File: config.mk
export PLATFORM = sky130hd
export DESIGN_NAME = fp_sign_sched
export DESIGN_NICKNAME = d
export VERILOG_FILES = /design/src/rtl/fp_sign_sched_pkg.sv /design/src/rtl/fp_sign.sv /design/src/rtl/fp_sign_sched_rr_arbiter.sv /design/src/rtl/fp_sign_sched.sv
export SDC_FILE = /design/constraint.sdc
export NUM_CORES = 1
export LEC_CHECK = 0
export ABC_CLOCK_PERIOD_IN_PS = 2560
export CORE_AREA = 4 4 133 135
export CTS_BUF_LIST = sky130_fd_sc_hd__clkbuf_8 sky130_fd_sc_hd__clkbuf_16
export DETAILED_ROUTE_END_ITERATION = 7
export DIE_AREA = 0 0 137 139
export SLEW_MARGIN = 15
export SYNTH_ARGS = -nofsm -noshare
export SYNTH_HDL_FRONTEND = slang
export SYNTH_SLANG_ARGS = --single-unit
File: constraint.sdc
create_clock -name clk -period 2.56 [get_ports clk]
set_input_delay 0.384 -clock clk [delete_from_list [all_inputs] [get_ports clk]]
set_output_delay 0.384 -clock clk [all_outputs]
set_load 0.02 [all_outputs]
File: src/rtl/fp_sign_sched_pkg.sv
// Shared encodings and constants for the fp_sign scheduler slice:
// sign-injection op codes, formats and the canonical NaN-box values.
package fp_sign_sched_pkg;

  typedef enum logic [1:0] {
    FP_OP_SGNJ  = 2'b00,
    FP_OP_SGNJN = 2'b01,
    FP_OP_SGNJX = 2'b10,
    FP_OP_RSVD  = 2'b11
  } fp_op_e;

  typedef enum logic {
    FP_FMT_S = 1'b0,
    FP_FMT_D = 1'b1
  } fp_fmt_e;

  localparam logic [31:0] CANON_NAN_S = 32'h7FC0_0000;
  localparam logic [31:0] NAN_BOX_HI  = 32'hFFFF_FFFF;

  // A single-precision value is only legal when its upper half is all ones;
  // anything else reads as the canonical quiet NaN, still properly boxed.
  function automatic logic [63:0] nan_box_canon(input logic [63:0] x, input logic fmt);
    if ((fmt == FP_FMT_S) && (x[63:32] != NAN_BOX_HI)) begin
      return {NAN_BOX_HI, CANON_NAN_S};
    end
    return x;
  endfunction

endpackage

File: src/rtl/fp_sign.sv
// Single-cycle FSGNJ/FSGNJN/FSGNJX datapath. Everything except the sign bit
// of the selected format comes from op_a; the reserved op keeps op_a's sign.
module fp_sign
  import fp_sign_sched_pkg::*;
#(
  parameter int FLEN = 64
) (
  input  logic [FLEN-1:0] op_a,
  input  logic [FLEN-1:0] op_b,
  input  logic [1:0]      op,
  input  logic            fmt,
  output logic [FLEN-1:0] result
);

  logic sign_a;
  logic sign_b;
  logic sign_new;
  logic unused_b;

  // op_b contributes only its sign bit
  assign unused_b = ^op_b;

  always_comb begin
    sign_a   = (fmt == FP_FMT_D) ? op_a[FLEN-1] : op_a[31];
    sign_b   = (fmt == FP_FMT_D) ? op_b[FLEN-1] : op_b[31];
    sign_new = sign_a;
    case (fp_op_e'(op))
      FP_OP_SGNJ:  sign_new = sign_b;
      FP_OP_SGNJN: sign_new = ~sign_b;
      FP_OP_SGNJX: sign_new = sign_a ^ sign_b;
      default:     sign_new = sign_a;
    endcase

    result = op_a;
    if (fmt == FP_FMT_D) begin
      result[FLEN-1] = sign_new;
    end else begin
      result[31] = sign_new;
    end
  end

endmodule

File: src/rtl/fp_sign_sched_rr_arbiter.sv
// Round-robin arbiter: grants the first requester at or after ptr,
// wrapping modulo NUM_REQ. Purely combinational.
module rr_arbiter #(
  parameter int NUM_REQ = 2,
  parameter int IDX_W   = $clog2(NUM_REQ)
) (
  input  logic [NUM_REQ-1:0] req,
  input  logic [IDX_W-1:0]   ptr,
  output logic [NUM_REQ-1:0] grant,
  output logic [IDX_W-1:0]   idx,
  output logic               any
);

  logic [IDX_W:0] cand;

  // Scan NUM_REQ candidates starting at ptr; the extra bit in cand absorbs the wrap.
  always_comb begin
    grant = '0;
    idx   = '0;
    any   = 1'b0;
    cand  = '0;
    for (int k = 0; k < NUM_REQ; k++) begin
      cand = {1'b0, ptr} + (IDX_W+1)'(k);
      if (cand >= (IDX_W+1)'(NUM_REQ)) begin
        cand = cand - (IDX_W+1)'(NUM_REQ);
      end
      if (!any && req[cand[IDX_W-1:0]]) begin
        any                     = 1'b1;
        grant[cand[IDX_W-1:0]] = 1'b1;
        idx                     = cand[IDX_W-1:0];
      end
    end
  end

endmodule

File: src/rtl/fp_sign_sched.sv
// Shares one fp_sign datapath between NUM_REQ valid/ready requesters with
// round-robin arbitration and a single registered, backpressured output stage.
module fp_sign_sched
  import fp_sign_sched_pkg::*;
#(
  parameter int NUM_REQ = 2,
  parameter int FLEN    = 64,
  parameter int TAG_W   = 5,
  parameter int IDX_W   = $clog2(NUM_REQ)
) (
  input  logic                     clk,
  input  logic                     rst,
  input  logic                     flush,
  input  logic [NUM_REQ-1:0]       req_valid,
  output logic [NUM_REQ-1:0]       req_ready,
  input  logic [NUM_REQ*FLEN-1:0]  req_op_a,
  input  logic [NUM_REQ*FLEN-1:0]  req_op_b,
  input  logic [NUM_REQ*2-1:0]     req_op,
  input  logic [NUM_REQ-1:0]       req_fmt,
  input  logic [NUM_REQ*TAG_W-1:0] req_tag,
  output logic                     out_valid,
  input  logic                     out_ready,
  output logic [FLEN-1:0]          out_result,
  output logic [TAG_W-1:0]         out_tag,
  output logic [IDX_W-1:0]         out_src
);

  logic [IDX_W-1:0]   rr_ptr;
  logic [NUM_REQ-1:0] grant;
  logic [IDX_W-1:0]   grant_idx;
  logic               grant_any;
  logic               accept;
  logic               fire;
  logic [FLEN-1:0]    sel_a;
  logic [FLEN-1:0]    sel_b;
  logic [1:0]         sel_op;
  logic               sel_fmt;
  logic [TAG_W-1:0]   sel_tag;
  logic [FLEN-1:0]    can_a;
  logic [FLEN-1:0]    can_b;
  logic [FLEN-1:0]    sign_result;
  logic [IDX_W-1:0]   next_ptr;

  rr_arbiter #(
    .NUM_REQ (NUM_REQ),
    .IDX_W   (IDX_W)
  ) u_arb (
    .req   (req_valid),
    .ptr   (rr_ptr),
    .grant (grant),
    .idx   (grant_idx),
    .any   (grant_any)
  );

  // Reset is folded in so req_ready drops the moment rst rises, not at the next edge.
  assign accept    = !rst && !flush && (!out_valid || out_ready);
  assign req_ready = accept ? grant : '0;
  assign fire      = accept && grant_any;

  assign sel_a   = req_op_a[grant_idx*FLEN +: FLEN];
  assign sel_b   = req_op_b[grant_idx*FLEN +: FLEN];
  assign sel_op  = req_op[grant_idx*2 +: 2];
  assign sel_fmt = req_fmt[grant_idx];
  assign sel_tag = req_tag[grant_idx*TAG_W +: TAG_W];

  // Only a 64-bit register file can hold an improperly boxed single.
  if (FLEN == 64) begin : g_nan_box
    assign can_a = nan_box_canon(sel_a, sel_fmt);
    assign can_b = nan_box_canon(sel_b, sel_fmt);
  end else begin : g_no_box
    assign can_a = sel_a;
    assign can_b = sel_b;
  end

  fp_sign #(
    .FLEN (FLEN)
  ) u_fp_sign (
    .op_a   (can_a),
    .op_b   (can_b),
    .op     (sel_op),
    .fmt    (sel_fmt),
    .result (sign_result)
  );

  assign next_ptr = (grant_idx == IDX_W'(NUM_REQ - 1)) ? '0 : grant_idx + IDX_W'(1);

  // Flush wins over everything; a new op may replace a result draining the same cycle.
  always_ff @(posedge clk or posedge rst) begin
    if (rst) begin
      out_valid  <= 1'b0;
      out_result <= '0;
      out_tag    <= '0;
      out_src    <= '0;
      rr_ptr     <= '0;
    end else if (flush) begin
      out_valid <= 1'b0;
    end else if (fire) begin
      out_valid  <= 1'b1;
      out_result <= sign_result;
      out_tag    <= sel_tag;
      out_src    <= grant_idx;
      rr_ptr     <= next_ptr;
    end else if (out_ready) begin
      out_valid <= 1'b0;
    end
  end

endmodule

==> run_results.csv <==
group,metric,value,unit
run_status,run_status,"finished, final reports clean",
pwr,power.sequential.fraction,0.325,
timing,whs,446,ps
global_route,vias_in_the_first_global_route,4641,
layout,multiInputGateArea,0.00186,mm2
routing,postRouteWirelength,16.3,mm
worst_setup_path,reg2reg_from,"rr_ptr",
global_route,met2_track_demand_over_resource,0.265,
synth,synthDistinctLibCells,36,
routing,dr_total_vias,4510,
timing,clock-skew-final,8.75,ps
global_route,globalRoute.busiestLayer,"met2",
worst_setup_path,worstSetupEndpointType,"output pin",
global_route,grt_max_degree,43,
worst_setup_path,critical_path_start_end_classification,"input pin to output pin",
worst_setup_path,start_kind,"input pin",
synth,syn-mean-instance-area,8.35,um2
pwr,power.combinational.fraction,0.351,
pwr,internal_power,3.16,mW
layout,final_net_count,1020,
clocking,tritoncts,"built",
pwr,fraction_of_power_consumed_by_the_clock_network,0.324,
routing,drcViolationCount,0,
pwr,switching_fraction_of_total_power,0.298,
timing,post-route-min-period,2470,ps
placed_design,placement.io_buffers,288,
routing,drt_iter0_markers,141,
synth,synthesis.instances,447,
global_route,antenna_found_initial,0,
synth,synthesis.nets,725,
layout,filler_cell_count,1588,
synth,yosys_register_bits,72,
pwr,total_switching_power,1.34,mW
worst_setup_path,cp_max_fo,4,
global_route,grt.overflow.total,0,
worst_setup_path,reg_to_reg_critical_path_endpoint,"out_result[63]",
placed_design,routabilityCongestion,0.880,
synth,synth-async-reset-ratio,1.00,
die,top_level_ports,351,
timing,post-route-period-util,0.964,
routing,drt-vias-per-instance,4.67,
clocking,clk_transition_reported_paths,60,ps
synth,synth.cell_area,0.00373,mm2
timing,drv_slew,0,
global_route,groute.layer.met3.usage,0.0548,
timing,timing_hold_violations_final,0,
synth,synthFlopType,"sky130_fd_sc_hd__dfrtp_1",
routing,wl_per_cell,16.9,um
clocking,cts_max_level,3,
global_route,grtUsageMet1,0.200,
synth,number_of_enable_flip_flop_cells_after_synthesis,0,
layout,syn_to_final_growth,98.0,%
placed_design,placement_setup_slack,29.5,ps
placed_design,place_hpwl,13.0,mm
clocking,holdBufCountCts,0,
routing,drt_pre_antenna_iters,4,
pwr,leakagePower,2.94,nW
routing,antenna_violation_net_count_after_detailed_routing,0,
global_route,grt_pass1_wl,24.4,mm
clocking,clk_path_buf_depth,2,
timing,fin_setup_tns,0,ps
worst_setup_path,critPathRequiredTime,2180,ps
hold_path,worst_hold_path_type,"input pin to async pin",
clocking,clockRootBuffer,"sky130_fd_sc_hd__clkbuf_16",
timing,rsz_0062_raised_after_global_routing,"false",
global_route,global_route.usage.total,0.162,
clocking,postcts_resize_cnt,0,
synth,yosysWarningCount,0,
die,floorplan.die.width,137,um
worst_setup_path,rr_worst_depth,7,
clocking,cts-buffers-inserted,9,
timing,setup_violations,0,
synth,synth-seq-area-share,0.483,
die,placeable_area,0.0165,mm2
die,floorplan.die.height,139,um
layout,diodes,0,
layout,layout-drive-gt1-share,0.0630,
worst_setup_path,data_arrival_critical_path,2080,ps
layout,final-seq-area,0.00180,mm2
timing,tightest_slew,556,ps
die,initial_utilization,0.227,
clocking,cts_sinks,72,
flow_run,maxCapViolCount,0,
pwr,vdd.ir_drop.worst,0.340,mV
worst_setup_path,regToRegSetupSlack,520,ps
clocking,post_cts_buffers,0,
die,fp.dieArea,0.0190,mm2
pwr,cellPowerDensity,609,mW/mm2
die,fp-row-count,47,
clocking,worstSkewPairLatency,340,ps
timing,fmax,405,MHz
timing,slew_headroom,0.629,
timing,setup_ws,91.2,ps
==> final cells by class <==
type / count / share of cell area
Timing Repair Buffer: 310 / 0.419
Multi-Input combinational cell: 346 / 0.251
Sequential cell: 72 / 0.244
Tap cell: 220 / 0.0373
Clock buffer: 10 / 0.0323
Clock inverter: 5 / 0.0142
Inverter: 3 / 0.00169
==> worst max-delay path by stage <==
stage,cells past startpoint,end,slack [ps],startpoint
after floorplan,1,out_result[0],350,rst
after global placement,8,out_result[63],50,req_fmt[0]
after detailed placement,8,out_result[63],30,req_fmt[0]
after CTS,5,req_ready[0],90,req_valid[1]
after global routing,6,req_ready[0],7,rst
final,5,req_ready[0],90,req_valid[1]
==> state kept, by name (all words and copies together), names as in the netlist <==
signal	count
rr_ptr	1
out_tag	5
out_src	1
out_result	64
out_valid	1
==> placed cells by master (no fill, tap or decap), drive strengths merged, types with 2 or more instances in the layout <==
master	Yosys	final
bufinv	0	3
dfrtp	72	72
nor3	4	4
nand2	120	120
buf	4	22
o221a	2	2
nand2b	2	2
inv	3	2
nor2	53	53
clkbuf	22	10
or3	2	2
a211o	2	2
nand4	26	26
mux2i	24	24
o21ai	25	25
and2	3	3
nand4b	2	2
a21oi	5	5
a22o	2	2
clkinvlp	0	2
a31oi	46	46
a21boi	2	2
clkdlybuf4s50	0	288
nor4	8	8
nand3	10	10
==> logic make-up (layout without fill, tap and decap cells) <==
kind of cell    count (synthesis)  count (layout)  synth area share
compound gates                 88              88             0.148
buf+inv                        29             328            0.0295
flops                          72              72             0.483
mux                            25              25            0.0674
simple gates                  233             233             0.273
==> layer usage <==
layer  vias to the layer above  share of wire
met1                      2108           0.40
met2                       202           0.48
met3                        22           0.10
li1                       2178              -
met5                         -              0
met4                         0          0.018
==> power by group through the flow <==
stage	registers [mW]	logic (mW)	clock network (mW)
global placement	1.47	1.58	0
floorplan	1.72	0.395	0
finish	1.46	1.58	1.46
global route	1.49	1.69	1.56
detailed placement	1.48	1.59	0
CTS	1.47	1.60	1.51
==> through the flow <==
step / total power [mW] / area [um2] / utilization / std cells
3_3_place_gp: 3.05 / 7050 / 0.428 / 951
5_1_grt: 4.74 / 7390 / 0.449 / 966
2_1_floorplan: 2.12 / 3730 / - / 447
6_report: 4.50 / 7390 / 0.449 / 966
3_5_place_dp: 3.08 / 7050 / 0.428 / 951
4_1_cts: 4.57 / 7390 / 0.449 / 966
==> cell usage after synthesis, types with 5 or more instances <==
cell type / n / area share
sky130_fd_sc_hd__nand2_1: 120 / 0.12
sky130_fd_sc_hd__nor4_1: 8 / 0.013
sky130_fd_sc_hd__o21ai_1: 20 / 0.027
sky130_fd_sc_hd__nor2_1: 53 / 0.053
sky130_fd_sc_hd__mux2i_1: 24 / 0.064
sky130_fd_sc_hd__nand3_1: 10 / 0.013
sky130_fd_sc_hd__dfrtp_1: 72 / 0.48
sky130_fd_sc_hd__a21oi_1: 5 / 0.0067
sky130_fd_sc_hd__a31oi_1: 46 / 0.077
sky130_fd_sc_hd__clkbuf_1: 22 / 0.022
sky130_fd_sc_hd__nand4_1: 26 / 0.044
==> critical path, cell delays in order <==
cell and delay, ps:
sky130_fd_sc_hd__clkdlybuf4s50_1 570, sky130_fd_sc_hd__nor2_1 90, sky130_fd_sc_hd__or2_1 230, sky130_fd_sc_hd__nor2_1 130
sky130_fd_sc_hd__clkdlybuf4s50_1 670
Power figures use the tool's default switching activity.
==> variant 1 (same flow settings) <==
`TAG_W`: 5 -> 7.
--- a/src/rtl/fp_sign_sched.sv
+++ b/src/rtl/fp_sign_sched.sv
@@ -5,7 +5,7 @@
 #(
   parameter int NUM_REQ = 2,
   parameter int FLEN    = 64,
-  parameter int TAG_W   = 5,
+  parameter int TAG_W   = 7,
   parameter int IDX_W   = $clog2(NUM_REQ)
 ) (
   input  logic                     clk,
Ports: changed (resized out_tag and req_tag); port bits go from 351 to 357. No check against the original RTL was run, so the function may have changed too.
==> variant 1 against the original RTL <==
Area after synthesis up 2.8%. Sequential cell count is 2 higher. Largest power group unchanged. Setup slack improved by 120 ps. Highest routed layer unchanged. Critical path depth rose by 3. Sequential share of layout area rose by 0.41 points. Combinational power increased by 3%. Routed wire length up 3.0%. Largest cell class unchanged. Final area rose by 1.1%. Final cell count increased by 1.3%. Synthesized cell count is 2.7% higher. Die area unchanged. Power fell by 2.5%. Critical endpoint is now out_result[62]$_DFFE_PP0P_. Sequential power grew 3%.
==> variant 1: results (changes against the original RTL) <==
Synth
  • Synth top cells by count: nand2_1, dfrtp_1, nor2_1, a31oi_1, nand4_1 (unchanged)
  • Synth area leaders: dfrtp_1, nand2_1, a31oi_1 (unchanged)
  • Post-synthesis mux area share: 6.55% (was 6.74%)
  • Register area share after synthesis: 48.3% (about the same)
  • Avg Synthesized Cell Area: 8.36 µm² (was 8.35 µm²)
  • Post-synthesis compound-gate area fraction: 14.7% (was 14.8%)
  • Syn_nets: 741 (was 725)

Placed design
  • Hpwl dp: 13.4 mm (was 13.0 mm)
  • RD Place Congestion: 0.851 (was 0.880)

Detailed routing
  • Wl on met1: 6.37 mm (was 6.58 mm)
  • Routed met3 length: 1.61 mm (was 1.63 mm)
  • Drt initial violations: 185 (was 141)
  • Met2 WL post-DR: 8.52 mm (was 7.79 mm)
  • Total Wirelength: 16.8 mm (was 16.3 mm)
  • Vias: 4559 (was 4510)

Global route
  • Gr usage total: 16.9% (was 16.2%)
  • Vias in the first global route: 4809 (was 4641)
  • First-pass GRT wire length: 25.1 mm (was 24.4 mm)

Power
  • VDD IR max: 351 µV (was 340 µV)
  • P_sw: 1390 µW (was 1340 µW)
  • Leak: 0.00298 µW (was 0.00294 µW)

Layout
  • Fillers: 1595 (was 1588)
  • Regs by FF count: out_result: 64 flops, out_tag: 7 flops (was out_result: 64 flops, out_tag: 5 flops)
  • Layout cells sized above 1: 6.32% (was 6.30%)

Status
  • Status: finished, final reports clean (unchanged)

STA
  • Slew HR: 61.7% (was 62.9%)
  • Hold_ws: 422 ps (was 446 ps)
  • Post-route setup slack: 216 ps (was 91.2 ps)
  • Layout Skew: 3.52 ps (was 8.75 ps)

Worst setup path
  • CP endpoint: out_result[62]$_DFFE_PP0P_ (was req_ready[0])
  • Critical-path top delay cell: nor4_1 (was clkdlybuf4s50_1)
  • Origin of the worst setup path: req_op_a[100] (was req_valid[1])
==> variant 1: changes by cell type after synthesis, sizes merged <==
cell and delta:
dfrtp +2, buf +8, clkbuf -6, a31oi +2
nor2 +2, nand2 +4
==> variant 1: cell type report <==
cell class / instances / share of cell area [%]
clock buffer: 9 / 3.02
sequential: 74 / 24.8
timing repair buffer: 312 / 42.0
clock inverter: 7 / 0.921
multi-input combinational: 354 / 25.4
tap: 220 / 3.69
inverter: 3 / 0.168
==> variant 1: power groups by stage <==
| stage | clock network (µW) | logic [µW] | registers [µW] |
|---|---|---|---|
| 2_1_floorplan | 0 | 401 | 1770 |
| 3_3_place_gp | 0 | 1630 | 1510 |
| 3_5_place_dp | 0 | 1640 | 1520 |
| 4_1_cts | 1310 | 1640 | 1500 |
| 5_1_grt | 1360 | 1740 | 1530 |
| 6_report | 1260 | 1620 | 1500 |
==> variant 2 (same settings) <==
Without the edit above. Make the reset (`rst`) synchronous in one clocked block.
--- a/src/rtl/fp_sign_sched.sv
+++ b/src/rtl/fp_sign_sched.sv
@@ -85,7 +85,7 @@
   assign next_ptr = (grant_idx == IDX_W'(NUM_REQ - 1)) ? '0 : grant_idx + IDX_W'(1);
 
   // Flush wins over everything; a new op may replace a result draining the same cycle.
-  always_ff @(posedge clk or posedge rst) begin
+  always_ff @(posedge clk) begin
     if (rst) begin
       out_valid  <= 1'b0;
       out_result <= '0;
Formal check against the unedited RTL: differs if rst is asserted again (counterexample within 4 cycles, from zero or initial values and one cycle with rst high); with rst held inactive, the same outputs for 4 cycles.
==> variant 2 against the original RTL <==
Sequential cell count unchanged. Area after synthesis decreased by 2.9%. Register-to-register slack improved by 140 ps. Setup slack improved by 24 ps. Final area decreased by 3.1%. Non-clock buffer count unchanged. Routed wire length decreased by 4.0%. Largest cell class unchanged. Critical path type unchanged. Critical path depth unchanged. Power decreased by 22%.
==> variant 2: results (changes against the original RTL) <==
Status
  • Status: finished, final reports clean (unchanged)

Synth
  • Synth area leaders: dfxtp_1, mux2i_1, a311oi_1 (was dfrtp_1, nand2_1, a31oi_1)
  • Post-synthesis compound-gate area fraction: 24.1% (was 14.8%)
  • Post-synthesis mux area share: 13.1% (was 6.74%)
  • Synth cell types: 37 (was 36)
  • Syn_nets: 677 (was 725)
  • Register area share after synthesis: 39.8% (was 48.3%)
  • Post-Synthesis Cells: 399 (was 447)
  • Post-synth ARST share: 0% (was 100%)
  • Main synth FF type: dfxtp_1 (was dfrtp_1)
  • Main combinational cell family by area after synthesis: compound AO/OA/AOI/OAI gates (was simple AND/OR/NAND/NOR gates)
  • XOR/XNOR share of the synthesized area: 0.242% (was 0%)
  • Synth top cells by count: nor2_1, dfxtp_1, mux2i_1, a311oi_1, nand4_1 (was nand2_1, dfrtp_1, nor2_1, a31oi_1, nand4_1)

Layout
  • Clk_buf instances: 9 (was 10)
  • Share of cell area taken by multi-input logic gates: 28.4% (was 25.1%)
  • Seq cells: 72 (unchanged)
  • Area delta synth->final: 97.5% (was 98.0%)
  • Clk cell area share: 4.48% (was 4.66%)
  • Layout cells sized above 1: 7.41% (was 6.30%)
  • Finished Layout Cells: 908 (was 966)
  • Total Nets Final: 961 (was 1020)
  • Multi-input comb cells: 288 (was 346)
  • Non-CTS buffers: 310 (unchanged)
  • Fillers: 1566 (was 1588)
  • Seq/total area: 20.1% (was 24.4%)
  • Signal buf overhead: 43.0% (was 41.9%)

Clock tree
  • Gates resized, CTS repair: 0 (unchanged)

STA
  • Period minus WS final: 2440 ps (was 2470 ps)
  • Layout Skew: 6.48 ps (was 8.75 ps)
  • Hold_ws: 368 ps (was 446 ps)
  • Slew at the pin closest to its max-slew limit: 768 ps (was 556 ps)

Detailed routing
  • 1st-pass router iterations: 5 (was 4)
  • Via density: 4.83 (was 4.67)
  • Wl on met1: 6.38 mm (was 6.58 mm)
  • Met2 WL post-DR: 7.30 mm (was 7.79 mm)
  • Total Wirelength: 15.6 mm (was 16.3 mm)

Placed design
  • Hpwl dp: 12.5 mm (was 13.0 mm)
  • RD Place Congestion: 0.864 (was 0.880)
  • Placed cell count: 892 (was 951)
  • Placement Cell Area: 6840 µm² (was 7050 µm²)
  • Setup WS pre-CTS: 62.1 ps (was 29.5 ps)

Worst setup path
  • Worst Path Arrival: 2060 ps (was 2080 ps)
  • Reg-to-reg endpoint: out_result[31]$_SDFFE_PP0P_ (was out_result[63]$_DFFE_PP0P_)
  • R2r setup slk: 660 ps (was 520 ps)
  • RR Startpoint: rr_ptr$_SDFFE_PP0P_ (was rr_ptr$_DFFE_PP0P_)
  • Origin of the worst setup path: out_ready (was req_valid[1])

Global route
  • First-pass GRT wire length: 23.4 mm (was 24.4 mm)
  • Grt met3 use: 5.44% (was 5.48%)
  • Grt met2 use: 26.2% (was 26.5%)
  • Vias in the first global route: 4503 (was 4641)

Power
  • Leak: 0.00266 µW (was 0.00294 µW)
  • VDD IR max: 249 µV (was 340 µV)

Min path
  • Classification of the worst-slack hold path: in -> reg (was in -> async)
==> variant 2: report_power, final <==
part | internal (µW) | switching (µW) | leakage (µW) | total [µW]
Combinational | 544 | 387 | 0.00192 | 931
Clock | 854 | 496 | 0.000156 | 1350
Sequential | 1180 | 33.6 | 0.000589 | 1220
==> variant 2: how the worst min path moves through the flow <==
stage / start / to / cells after the start
floorplan: rr_ptr$_SDFFE_PP0P_ / rr_ptr$_SDFFE_PP0P_ / 2
global placement: out_tag[4]$_SDFFE_PP0P_ / out_tag[4]$_SDFFE_PP0P_ / 2
detailed placement: out_tag[4]$_SDFFE_PP0P_ / out_tag[4]$_SDFFE_PP0P_ / 2
CTS: rst / out_valid$_SDFFE_PP0P_ / 3
global route: rst / out_valid$_SDFFE_PP0P_ / 3
finish: rst / out_valid$_SDFFE_PP0P_ / 3
==> variant 2: worst max-delay path, cell delays in order <==
cell	delay (ps)
clkdlybuf4s50_1	450
nand2b_1	120
nand2_1	170
a211oi_4	280
clkdlybuf4s50_1	650
